--- src/rtl/sub_pkg.sv ---
// rtl/sub_pkg.sv - shared types for the bit-serial subtractor
package sub_pkg;

    typedef enum logic [1:0] {
        IDLE = 2'd0,
        RUN  = 2'd1,
        DONE = 2'd2
    } state_t;

endpackage

--- src/rtl/full_subtractor.sv ---
// rtl/full_subtractor.sv - one-bit full-subtractor cell
module full_subtractor (
    input  logic x,
    input  logic y,
    input  logic bi,
    output logic diff,
    output logic bo
);

    // borrow out when x < y + bi for single bits
    always_comb begin
        diff = x ^ y ^ bi;
        bo   = (~x & y) | (~(x ^ y) & bi);
    end

endmodule

--- src/rtl/serial_subtractor.sv ---
// rtl/serial_subtractor.sv - bit-serial a - b - bin, LSB first, one cell
module serial_subtractor
    import sub_pkg::*;
#(
    parameter int WIDTH = 8
) (
    input  logic             clk,
    input  logic             rst,
    input  logic             in_valid,
    output logic             in_ready,
    input  logic [WIDTH-1:0] a,
    input  logic [WIDTH-1:0] b,
    input  logic             bin,
    output logic             out_valid,
    input  logic             out_ready,
    output logic [WIDTH-1:0] d,
    output logic             bout,
    output logic             busy
);

    localparam int CW = (WIDTH > 1) ? $clog2(WIDTH) : 1;
    localparam logic [CW-1:0] LAST_BIT = CW'(WIDTH - 1);

    state_t          state;
    logic [WIDTH-1:0] sa;
    logic [WIDTH-1:0] sb;
    logic [WIDTH-1:0] sr;
    logic [CW-1:0]    cnt;
    logic             borrow;
    logic             cell_diff;
    logic             cell_bo;

    full_subtractor u_cell (
        .x    (sa[0]),
        .y    (sb[0]),
        .bi   (borrow),
        .diff (cell_diff),
        .bo   (cell_bo)
    );

    // in_ready is gated by rst so it is low for as long as reset is held
    always_comb begin
        in_ready = (state == IDLE) && !rst;
        busy     = (state != IDLE);
    end

    // FSM, operand/result shift registers, bit counter and borrow chain
    always_ff @(posedge clk) begin
        if (rst) begin
            state     <= IDLE;
            sa        <= '0;
            sb        <= '0;
            sr        <= '0;
            cnt       <= '0;
            borrow    <= 1'b0;
            out_valid <= 1'b0;
            d         <= '0;
            bout      <= 1'b0;
        end else begin
            case (state)
                IDLE: begin
                    if (in_valid) begin
                        sa     <= a;
                        sb     <= b;
                        borrow <= bin;
                        cnt    <= '0;
                        state  <= RUN;
                    end
                end
                RUN: begin
                    sr     <= {cell_diff, sr[WIDTH-1:1]};
                    sa     <= sa >> 1;
                    sb     <= sb >> 1;
                    borrow <= cell_bo;
                    cnt    <= cnt + CW'(1);
                    // the last bit goes straight into the held result so
                    // d/bout only move on the edge that enters DONE
                    if (cnt == LAST_BIT) begin
                        d         <= {cell_diff, sr[WIDTH-1:1]};
                        bout      <= cell_bo;
                        out_valid <= 1'b1;
                        state     <= DONE;
                    end
                end
                DONE: begin
                    if (out_ready) begin
                        out_valid <= 1'b0;
                        state     <= IDLE;
                    end
                end
                default: begin
                    out_valid <= 1'b0;
                    state     <= IDLE;
                end
            endcase
        end
    end

endmodule

--- config.mk ---
export PLATFORM = sky130hd
export DESIGN_NAME = serial_subtractor
export DESIGN_NICKNAME = d
export VERILOG_FILES = /design/src/rtl/sub_pkg.sv /design/src/rtl/full_subtractor.sv /design/src/rtl/serial_subtractor.sv
export SDC_FILE = /design/constraint.sdc
export NUM_CORES = 1
export LEC_CHECK = 0
export BUFFER_PORTS_ARGS = -buffer_cell sky130_fd_sc_hd__buf_2
export CAP_MARGIN = 20
export CORE_UTILIZATION = 57
export DETAILED_ROUTE_END_ITERATION = 7
export GPL_TIMING_DRIVEN = 0
export PLACE_DENSITY = 0.82
export SYNTH_ARGS = -nofsm -noshare
export SYNTH_HDL_FRONTEND = slang
export SYNTH_SLANG_ARGS = --single-unit
--- constraint.sdc ---
create_clock -name clk -period 1.91 [get_ports clk]
set_input_delay 0.0955 -clock clk [delete_from_list [all_inputs] [get_ports clk]]
set_output_delay 0.0955 -clock clk [all_outputs]
set_load 0.01 [all_outputs]
# After elaboration in Yosys (flattened, before gate mapping)
# Cells that the tools add are included.
# W data, S select, Z words.
# word_totals
regBits	40
input_bits	21
output_inout_bits	12
wordCells	48
# op_classes
n_addsub	1
n_eq_ne	6
n_mux	15
bitwise_logic	8
n_reduce_logical	9
# op_table
cell	n
$pmux W8 S2	2
$mux W8	2
$mux W2	3
$ne A2 B2 Y1 const B	3
$pmux W2 S3	1
$pmux W3 S2	1
$reduce_and A3 Y1	2
$reduce_and A2 Y1	2
$reduce_bool A2 Y1	2
$add A3 B1 Y3 const B	1
$eq A3 B3 Y1 const B	1
$mux W1	3
$mux W3	1
$not A1 Y1	3
$pmux W1 S3	1
$and A1 B1 Y1	2
$eq A2 B1 Y1 const B	1
$eq A2 B2 Y1 const B	1
$logic_not A2 Y1	1
$pmux W1 S2	1
$xor A1 B1 Y1	2
$logic_and A1 B1 Y1	1
$logic_not A1 Y1	1
$or A1 B1 Y1	1

# Depth between registers and ports, before layout
# Gate-level depths: netlist of the first run.
# logic_depth
word_depth	5
mapped_depth	5
ltp_nobuf	5

# Cells and area by module
# From an unflattened synthesis of the first run, not the netlist that was laid out.
# unflattened
cells_unflattened	179
area_unflattened_um2	1662.8
# modules_own_cells
module	n_inst	cells_per_inst	area_each_um2	seq_area_each_um2
serial_subtractor	1	175	1631.6	780.7
full_subtractor	1	4	31.3	0.0

# Worst setup path after synthesis of the first run
# Ideal clock, no wire load.
# synth_path
path_kind	reg2reg
start	reg cnt[0]
end	reg d[2]
setup_ns	0.071
arrival_time_ns	1.180
t_required_ns	1.839
path_slack_ns	0.659
stages_incl_launch_ff	6
n_path_buf	1
period_less_slack_ns	1.251
path_cell_list	dfxtp_1 ha_1 ha_1 clkbuf_1 nand3_1 a21oi_1
# synth_between
elab_chain_cells	2
# synth_lines
item	line_no	rtl
start, declared	serial_subtractor.sv:28	logic [CW-1:0] cnt;
start signal, assigned	serial_subtractor.sv:75	cnt <= cnt + CW'(1);
$eq A3 B3 Y1	serial_subtractor.sv:78	if (cnt == LAST_BIT) begin
$reduce_and A2 Y1 (no line)	--	
end signal, assigned	serial_subtractor.sv:79	d <= {cell_diff, sr[WIDTH-1:1]};
end, declared	serial_subtractor.sv:16	output logic [WIDTH-1:0] d,
# Every way passes these cells.
# A chain may end at the register's enable or synchronous reset.

# Final worst setup path of the first run
# layout_path
start	reg cnt[0]
end	reg d[6]
# Same word-level chain as after synthesis.

==> flow_summary.json, run 1 <==
{
  "post_cts_buffers": 0,
  "first_global_vias": 1409,
  "ys_ff_latch": 39,
  "antenna_cells": 0,
  "cts.htree.levels": 2,
  "vias": 1478,
  "placedCellCount": 250,
  "reg2reg_to": "d[6]$_SDFFE_PP0P_",
  "hold_viol_final": 0,
  "path_common_cell": "ha_1",
  "synthTopCellsByArea": "dfxtp_1, nor2_1, a211oi_1",
  "syn-num-nets": 212,
  "leakagePower_nw": 0.792,
  "setup.worst_path.start_class": "flop",
  "setup_tns_ns": 0,
  "path_class": "flop to flop",
  "drive_gt1_frac": 0.238,
  "synthCells": 188,
  "synth.avg_cell_area_sq_um": 8.88,
  "viasPerCell": 5.73,
  "first_iter_violations": 38,
  "p_clk_frac": 0.350,
  "ir_worst_vdd_mv": 0.681,
  "min-delay-start": "a[7]",
  "fin_crit_ns": 1.52,
  "grt_antenna_before_repair": 0,
  "overflow": 0,
  "worst_pin_slew_ns": 0.518,
  "fp.dieArea_sq_um": 3150,
  "slowest_stage": "clkbuf_1",
  "drv_slew": 0,
  "crit_chain": "ha_1 -> ha_1 -> clkbuf_1 -> nand3_1 -> a21oi_1",
  "p_sw_mw": 0.412,
  "synth.distinct_cells": 31,
  "fillCellCount": 236,
  "yosysTopAreaCell": "dfxtp_1",
  "fin_total_pwr_mw": 1.67,
  "powerDensity_nw_per_um2": 856,
  "fp.dieH_microns": 56.1,
  "ys_seq_area_frac": 0.468,
  "cts_root_buf": "clkbuf_4",
  "switching_share": 0.247,
  "row_count": 19,
  "ant_nets": 0,
  "tritoncts": "built",
  "clock_path_buffers": 2,
  "grt_pass1_wl_mm": 6.07,
  "p_comb_frac": 0.124,
  "outcome": "finished, final reports clean",
  "whs_path_depth": 3,
  "die_x_microns": 56.1,
  "drc": 0,
  "ff2ff_path_depth": 5,
  "grt_usage": 0.251,
  "max_slew_margin": 0.654,
  "power_frac_seq": 0.526,
  "fmax_mhz": 658,
  "drt-pass1-iter-count": 4,
  "synth_area_sq_um": 1670,
  "arrival_ns": 1.82,
  "clkSlewWorstSetupHoldPaths_ns": 0.12,
  "hold-path-endpoint": "sa[7]$_SDFFE_PP0P_",
  "path_max_fanout": 10,
  "seq_area_sq_um": 781,
  "ioPinCount": 33,
  "yosys_warnings": 0,
  "nets": 250,
  "cts_buffers": 5,
  "layout.cells.non_filler": 258,
  "setup_viol": 0,
  "ctsHoldBuffers": 0,
  "rsz0062_at_grt": "false",
  "initial_core_util": 0.605,
  "wl_mm": 3.72,
  "coreArea_sq_um": 2760,
  "grt_max_degree": 13,
  "timing.final.crit_share": 0.795,
  "slowest_delay_ns": 0.38,
  "fin_skew_ns": 0.00690,
  "gp_congestion": 0.792,
  "syn_to_final_growth_pct": 16.8,
  "r2r-start": "cnt[0]$_SDFFE_PP0P_",
  "worstPathRequired_ns": 2.21,
  "p_int_mw": 1.26,
  "port_buffers": 31,
  "endpoint_kind": "flop",
  "yosysTopAreaCellShare": 0.468,
  "hold_class": "input port to flop",
  "clkLatencyLatePin_ns": 0.36,
  "multi_input_area_sq_um": 767,
  "rrSetupSlack_ns": 0.39,
  "cts_resized": 0,
  "cap_violations": 0,
  "dp_hpwl_mm": 2.72,
  "routedWlPerCell_microns": 14.4,
  "cts.sinks": 39
}
## worst max-delay path: cells and delay by family, from the launching register on
kind	cells	cell delay [ns]
DFF	1	0.37
adders and majority gates	2	0.41
buffers and inverters	1	0.38
and+or+nand+nor	1	0.16
AOI/OAI and AO/OA	1	0.14
## how the worst max path moves through the flow
stage | from | to | slack, ns | depth (start not counted)
after global placement | cnt[0]$_SDFFE_PP0P_ | d[5]$_SDFFE_PP0P_ | 0.47 | 5
after CTS | cnt[0]$_SDFFE_PP0P_ | d[6]$_SDFFE_PP0P_ | 0.37 | 5
after floorplan | cnt[0]$_SDFFE_PP0P_ | d[2]$_SDFFE_PP0P_ | 0.66 | 5
final | cnt[0]$_SDFFE_PP0P_ | d[6]$_SDFFE_PP0P_ | 0.39 | 5
after detailed placement | cnt[0]$_SDFFE_PP0P_ | d[6]$_SDFFE_PP0P_ | 0.40 | 5
after global routing | cnt[0]$_SDFFE_PP0P_ | d[6]$_SDFFE_PP0P_ | 0.24 | 5
## state kept, by name, summed over array words and instances, names as in the netlist
register   count
cnt            3
bout           1
sb             8
out_valid      1
sr             7
state          2
sa             8
d              8
borrow         1
## power by group through the flow
stage	clock network, mW	logic (mW)	registers, mW
after global routing	0.621	0.228	0.882
after global placement	0	0.196	0.892
after floorplan	0	0.148	0.888
final	0.583	0.208	0.877
after detailed placement	0	0.204	0.895
after CTS	0.584	0.207	0.876
## cell type report
class	instances	area share
multi-input cells	129	0.393
flip-flops and latches	39	0.401
repair buffers	31	0.0796
clock inverters	2	0.0180
inverters	6	0.0116
clock buffers	6	0.0263
well taps	31	0.0199
plain buffers	14	0.0507
## metal layers
metal  share of wire  GRT usage  vias to the layer above
li1                -          -                      742
met1            0.44      0.286                      695
met2            0.51      0.440                       33
met3           0.037     0.0512                        8
met4           0.018      0.125                        0
met5               0          0                        -
## cells by family (layout without fill, tap and decap cells)
kind of cell             after synthesis  count (layout)  share of synthesized area
adder cells (fa/ha/maj)                3               3                     0.0270
buffers and inverters                 20              59                     0.0727
AND/OR/NAND/NOR                       68              68                      0.177
flip-flops                            39              39                      0.468
AO/OA/AOI/OAI                         58              58                      0.256
## cell usage in the layout, fill, tap and decap left out, types with 2 or more instances in the layout
cell / count
clkbuf_1: 5
a21oi_1: 19
o22ai_1: 5
a211oi_1: 15
a22oi_1: 2
dfxtp_1: 39
ha_1: 2
a32oi_1: 2
buf_2: 34
o2bb2ai_1: 9
clkbuf_4: 5
nor2_1: 31
nand3_1: 8
buf_6: 3
inv_1: 6
nand2_1: 23
## metrics by stage
step                      utilization  instance area [sq um]  setup WS [ns]  hold WS [ns]
after floorplan                     -                   1670          0.659         0.268
after global placement          0.676                   1860          0.467         0.362
after detailed placement        0.676                   1860          0.399         0.403
after CTS                       0.707                   1950          0.367        0.0288
after global routing            0.707                   1950          0.241        0.0299
final                           0.707                   1950          0.391        0.0287
## synth_stat cells
| library cell | count |
|---|---|
| a2111oi_2 | 1 |
| a211oi_1 | 15 |
| a21oi_1 | 19 |
| a221oi_1 | 1 |
| a22oi_1 | 2 |
| a311oi_2 | 1 |
| a32oi_1 | 2 |
| buf_1 | 1 |
| buf_12 | 1 |
| buf_2 | 3 |
| buf_4 | 1 |
| buf_6 | 3 |
| clkbuf_1 | 5 |
| dfxtp_1 | 39 |
| fa_1 | 1 |
| ha_1 | 2 |
| inv_1 | 6 |
| nand2_1 | 23 |
| nand3_1 | 8 |
| nand3b_2 | 1 |
| nor2_1 | 31 |
| nor2b_4 | 1 |
| nor3_1 | 1 |
| o21ba_4 | 1 |
| o21bai_2 | 1 |
| o22ai_1 | 5 |
| o2bb2ai_1 | 9 |
| o32a_1 | 1 |
| or2b_1 | 1 |
| or2b_2 | 1 |
| or3_1 | 1 |
Power figures use the tool's default switching activity.
==> inputs of run 2 (changes only) <==
--- a/config.mk
+++ b/config.mk
@@ -7,10 +7,10 @@
 export LEC_CHECK = 0
 export BUFFER_PORTS_ARGS = -buffer_cell sky130_fd_sc_hd__buf_2
 export CAP_MARGIN = 20
-export CORE_UTILIZATION = 57
+export CORE_UTILIZATION = 53
 export DETAILED_ROUTE_END_ITERATION = 7
 export GPL_TIMING_DRIVEN = 0
-export PLACE_DENSITY = 0.82
+export PLACE_DENSITY = 0.77
 export SYNTH_ARGS = -nofsm -noshare
 export SYNTH_HDL_FRONTEND = slang
 export SYNTH_SLANG_ARGS = --single-unit
==> constraint.sdc (replaced) <==
create_clock -name clk -period 1.4 [get_ports clk]
set_input_delay 0.07 -clock clk [delete_from_list [all_inputs] [get_ports clk]]
set_output_delay 0.07 -clock clk [all_outputs]
set_load 0.01 [all_outputs]
==> flow_summary.json, run 2 (synthesis results as in run 1) <==
{
  "postLayoutCellArea_sq_um": 2040,
  "drt-pass1-iter-count": 4,
  "coreArea_sq_um": 3030,
  "fp.dieH_microns": 58.1,
  "antenna_cells": 0,
  "rsz0062_at_grt": "false",
  "clock_path_buffers": 2,
  "initial_core_util": 0.551,
  "setup_viol": 0,
  "grt_usage": 0.228,
  "ioPinCount": 33,
  "cts.sinks": 39,
  "path_class": "flop to flop",
  "timing.final.crit_share": 0.939,
  "hold_class": "input port to flop",
  "cts.htree.levels": 2,
  "worstPathRequired_ns": 1.64,
  "path_max_fanout": 6,
  "leakagePower_nw": 0.842,
  "dp_hpwl_mm": 2.58,
  "clkLatencyLatePin_ns": 0.34,
  "tritoncts": "built",
  "vias": 1503,
  "dp_slack_ns": -0.146,
  "cts_buffers": 5,
  "r2r-start": "state[0]$_SDFFE_PP0P_",
  "crit_path_start": "state[0]$_SDFFE_PP0P_",
  "min-delay-start": "b[5]",
  "cts_root_buf": "clkbuf_4",
  "port_buffers": 31,
  "outcome": "finished, final reports clean",
  "die_x_microns": 58.1,
  "max_slew_margin": 0.667,
  "powerDensity_nw_per_um2": 1120,
  "arrival_ns": 1.56,
  "fin_skew_ns": 0.0119,
  "clkSlewWorstSetupHoldPaths_ns": 0.12,
  "fin_crit_ns": 1.31,
  "grt_pass1_wl_mm": 5.87,
  "setup_slack_ns": 0.0859,
  "seq_area_sq_um": 786,
  "placedCellCount": 263,
  "ant_nets": 0,
  "grt_max_degree": 13,
  "grt_antenna_before_repair": 0,
  "layout.cells.non_filler": 275,
  "routedWlPerCell_microns": 13.2,
  "top_regs": "d (8), sa (8), sb (8)",
  "first_global_vias": 1367,
  "hold_viol_final": 0,
  "wl_mm": 3.64,
  "multi_input_area_sq_um": 796,
  "drc": 0,
  "drive_gt1_frac": 0.268,
  "syn_to_final_growth_pct": 22.3,
  "gp_congestion": 0.823,
  "worst_pin_slew_ns": 0.499,
  "fillCellCount": 247,
  "nets": 254,
  "viasPerCell": 5.47,
  "endpoint_kind": "flop",
  "placed_area_sq_um": 1880,
  "row_count": 20,
  "cap_violations": 0,
  "overflow": 0,
  "setup.worst_path.start_class": "flop",
  "ir_worst_vdd_mv": 0.757,
  "drv_slew": 0,
  "mostFrequentLayoutCells": "dfxtp_1, buf_2, nor2_1, nand2_1, a21oi_1",
  "rrSetupSlack_ns": 0.09,
  "layout_commonest_cell": "dfxtp_1",
  "first_iter_violations": 59,
  "fp.dieArea_sq_um": 3380,
  "fmax_mhz": 761
}
-- run 2: layout make-up --
| type | count | area share |
|---|---|---|
| timing repair buffer | 36 | 0.0968 |
| buffer | 13 | 0.0484 |
| sequential | 39 | 0.385 |
| clock inverter | 2 | 0.0172 |
| inverter | 6 | 0.0110 |
| multi-input combinational | 129 | 0.390 |
| tap | 44 | 0.0270 |
| clock buffer | 6 | 0.0251 |
-- run 2: per-stage QoR --
step | hold WS (ns) | total power [mW] | util | TNS (ns)
floorplan | 0.242 | 1.41 | - | 0
global placement | 0.336 | 1.49 | 0.621 | -0.417
CTS | 0.0439 | 2.29 | 0.660 | 0
global route | 0.0672 | 2.37 | 0.674 | 0
finish | 0.0722 | 2.29 | 0.674 | 0
detailed placement | 0.357 | 1.50 | 0.621 | -1.21
-- run 2: worst paths after layout --
check | to | cells past startpoint
hold reg to reg | sr[3]$_SDFFE_PP0N_ | 2
hold / removal | sb[5]$_SDFFE_PP0P_ | 3
setup / recovery | borrow$_SDFFE_PP0P_ | 4
setup reg to reg | borrow$_SDFFE_PP0P_ | 4
-- run 2: power by group --
part / switching, mW / internal (mW) / leakage, nW / total [mW]
clock network: 0.371 / 0.422 / 0.0482 / 0.793
logic: 0.160 / 0.139 / 0.474 / 0.300
registers: 0.0313 / 1.16 / 0.320 / 1.19
-- run 2: what timing repair did --
item / 4_1_cts / 5_1_grt
pin swaps: 0 / 1
endpoints found under the hold margin: 2 / 0
setup buffers: 0 / 3
resized for setup: 5 / 7
hold buffers: 2 / 0
endpoints found under the setup margin: 12 / 15
-- run 2: metal layers --
metal | wire length [microns] | global-route usage
met5 | 0 | 0
met4 | 66 | 0.0918
met1 | 1700 | 0.286
met2 | 1720 | 0.366
met3 | 146 | 0.0692
-- run 2: worst max-delay path, cell delays in order (launching register included) --
cell and delay (ns):
dfxtp_4 0.36, buf_4 0.14, o21bai_2 0.28, nor3_1 0.10, a2111oi_2 0.33
==> inputs of run 3 (changes only) <==
--- a/config.mk
+++ b/config.mk
@@ -10,7 +10,7 @@
 export CORE_UTILIZATION = 53
 export DETAILED_ROUTE_END_ITERATION = 7
 export GPL_TIMING_DRIVEN = 0
-export PLACE_DENSITY = 0.77
+export PLACE_DENSITY = 0.85
 export SYNTH_ARGS = -nofsm -noshare
 export SYNTH_HDL_FRONTEND = slang
 export SYNTH_SLANG_ARGS = --single-unit
==> flow_summary.json, run 3 (synthesis results as in run 1) <==
{
  "outcome": "finished, final reports clean",
  "die_x_microns": 58.1,
  "setup_viol": 0,
  "cts_buffers": 5,
  "path_class": "flop to output port",
  "viasPerCell": 5.38,
  "cap_violations": 0,
  "fp.dieArea_sq_um": 3380,
  "nets": 251,
  "tritoncts": "built",
  "placedCellCount": 263,
  "cts.htree.levels": 2,
  "rsz0062_at_grt": "true",
  "drive_gt1_frac": 0.250,
  "hold_viol_final": 0,
  "overflow": 0,
  "layout_commonest_cell": "dfxtp_1",
  "clkSlewWorstSetupHoldPaths_ns": 0.10,
  "drc": 0,
  "power_frac_seq": 0.566,
  "timing.final.crit_share": 0.986,
  "grt_max_degree": 12,
  "fp.dieH_microns": 58.1,
  "port_buffers": 31,
  "first_iter_violations": 46,
  "mostFrequentLayoutCells": "dfxtp_1, buf_2, nor2_1, nand2_1, a21oi_1",
  "row_count": 20,
  "ir_worst_vdd_mv": 0.492,
  "initial_core_util": 0.551,
  "leakagePower_nw": 0.793,
  "hold_class": "input port to flop",
  "dp_hpwl_mm": 2.43,
  "fin_crit_ns": 1.38,
  "placed_area_sq_um": 1880,
  "fin_skew_ns": 0.00606,
  "top_regs": "d (8), sa (8), sb (8)",
  "endpoint_kind": "output port",
  "rrSetupSlack_ns": 0.09,
  "arrival_ns": 1.31,
  "fmax_mhz": 724,
  "cts_root_buf": "clkbuf_4",
  "layout.cells.non_filler": 272,
  "post_cts_buffers": 0,
  "powerDensity_nw_per_um2": 1080,
  "routedWlPerCell_microns": 12.6,
  "syn_to_final_growth_pct": 17.8,
  "grt_pass1_wl_mm": 5.73,
  "p_comb_frac": 0.132,
  "setup.worst_path.start_class": "flop",
  "clkLatencyLatePin_ns": 0.34,
  "postLayoutCellArea_sq_um": 1970,
  "p_int_mw": 1.59,
  "cts.sinks": 39,
  "antenna_cells": 0,
  "p_sw_mw": 0.529,
  "grt_usage": 0.224,
  "grt_antenna_before_repair": 0,
  "vias": 1463,
  "reg2reg_to": "bout$_SDFFE_PP0P_",
  "drt-pass1-iter-count": 4,
  "clock_path_buffers": 2,
  "min-delay-start": "out_ready",
  "fillCellCount": 277,
  "path_max_fanout": 10,
  "first_global_vias": 1285,
  "wl_mm": 3.43,
  "switching_share": 0.250,
  "gp_congestion": 0.772,
  "coreArea_sq_um": 3030,
  "worst_pin_slew_ns": 0.514,
  "p_clk_frac": 0.302,
  "ant_nets": 0,
  "crit_path_start": "state[0]$_SDFFE_PP0P_",
  "ioPinCount": 33,
  "max_slew_margin": 0.657,
  "setup_tns_ns": 0,
  "ff2ff_path_depth": 4,
  "worstPathRequired_ns": 1.33,
  "drv_slew": 0,
  "r2r-start": "cnt[0]$_SDFFE_PP0P_",
  "whs_path_depth": 3,
  "hold-path-endpoint": "out_valid$_SDFFE_PP0P_",
  "fin_total_pwr_mw": 2.12
}
run 3: cell types whose count changed in the layout (fill, tap and decap cells not counted), sizes merged:
cell / before / now
bufinv: 1 / 0
clkbuf: 11 / 14
clkinv: 1 / 0
buf: 42 / 39
dlygate4sd3: 2 / 1
run 3: through the flow:
step           hold slack (ns)  worst slack (ns)   util
4_1_cts                 0.0169           0.00740  0.648
3_3_place_gp             0.340           -0.0807  0.621
6_report                0.0274            0.0191  0.650
5_1_grt                 0.0278           -0.0366  0.650
2_1_floorplan            0.242             0.149      -
3_5_place_dp             0.365           -0.0955  0.621
run 3: layout make-up:
type / instances / area, sq um / share of cell area
sequential: 39 / 782 / 0.398
multi-input combinational: 129 / 769 / 0.391
timing repair buffer: 32 / 165 / 0.0840
buffer: 14 / 104 / 0.0528
clock buffer: 8 / 68.8 / 0.0350
tap: 44 / 55.1 / 0.0280
inverter: 6 / 22.5 / 0.0115
run 3: metal layers:
layer  vias to the layer above  part of all wire  global-route usage
met5                         -                 0                   0
met4                         0             0.018              0.0850
met3                         8             0.054              0.0625
met2                        37              0.46               0.365
met1                       674              0.47               0.283
li1                        744                 -                   -
run 3: worst max-delay path: stages, from the launching register on:
cell and delay, ns:
dfxtp_2 0.36, buf_6 0.15, nor2_2 0.17, inv_1 0.07, nor2_1 0.08, buf_2 0.13
run 3: repair_timing:
action | in CTS | in global routing
endpoints found under the setup margin | 11 | 18
gates resized for setup | 2 | 4
hold buffers | 1 | 0
gates cloned | 0 | 0
endpoints found under the hold margin | 1 | 0
run 3: how the worst max path moves through the flow:
stage,endpoint,slack [ns],cells past startpoint
6_report,in_ready,0.02,5
5_1_grt,in_ready,-0.04,5
4_1_cts,in_ready,0.007,5
3_5_place_dp,d[4]$_SDFFE_PP0P_,-0.1,5
3_3_place_gp,d[4]$_SDFFE_PP0P_,-0.08,5
2_1_floorplan,d[2]$_SDFFE_PP0P_,0.15,5
run 3: power groups by stage:
| stage | Sequential [mW] | Combinational (mW) | Clock, mW |
|---|---|---|---|
| after floorplan | 1.21 | 0.203 | 0 |
| after global placement | 1.22 | 0.270 | 0 |
| after detailed placement | 1.22 | 0.276 | 0 |
| after CTS | 1.20 | 0.279 | 0.650 |
| after global routing | 1.20 | 0.309 | 0.694 |
| final | 1.20 | 0.280 | 0.639 |
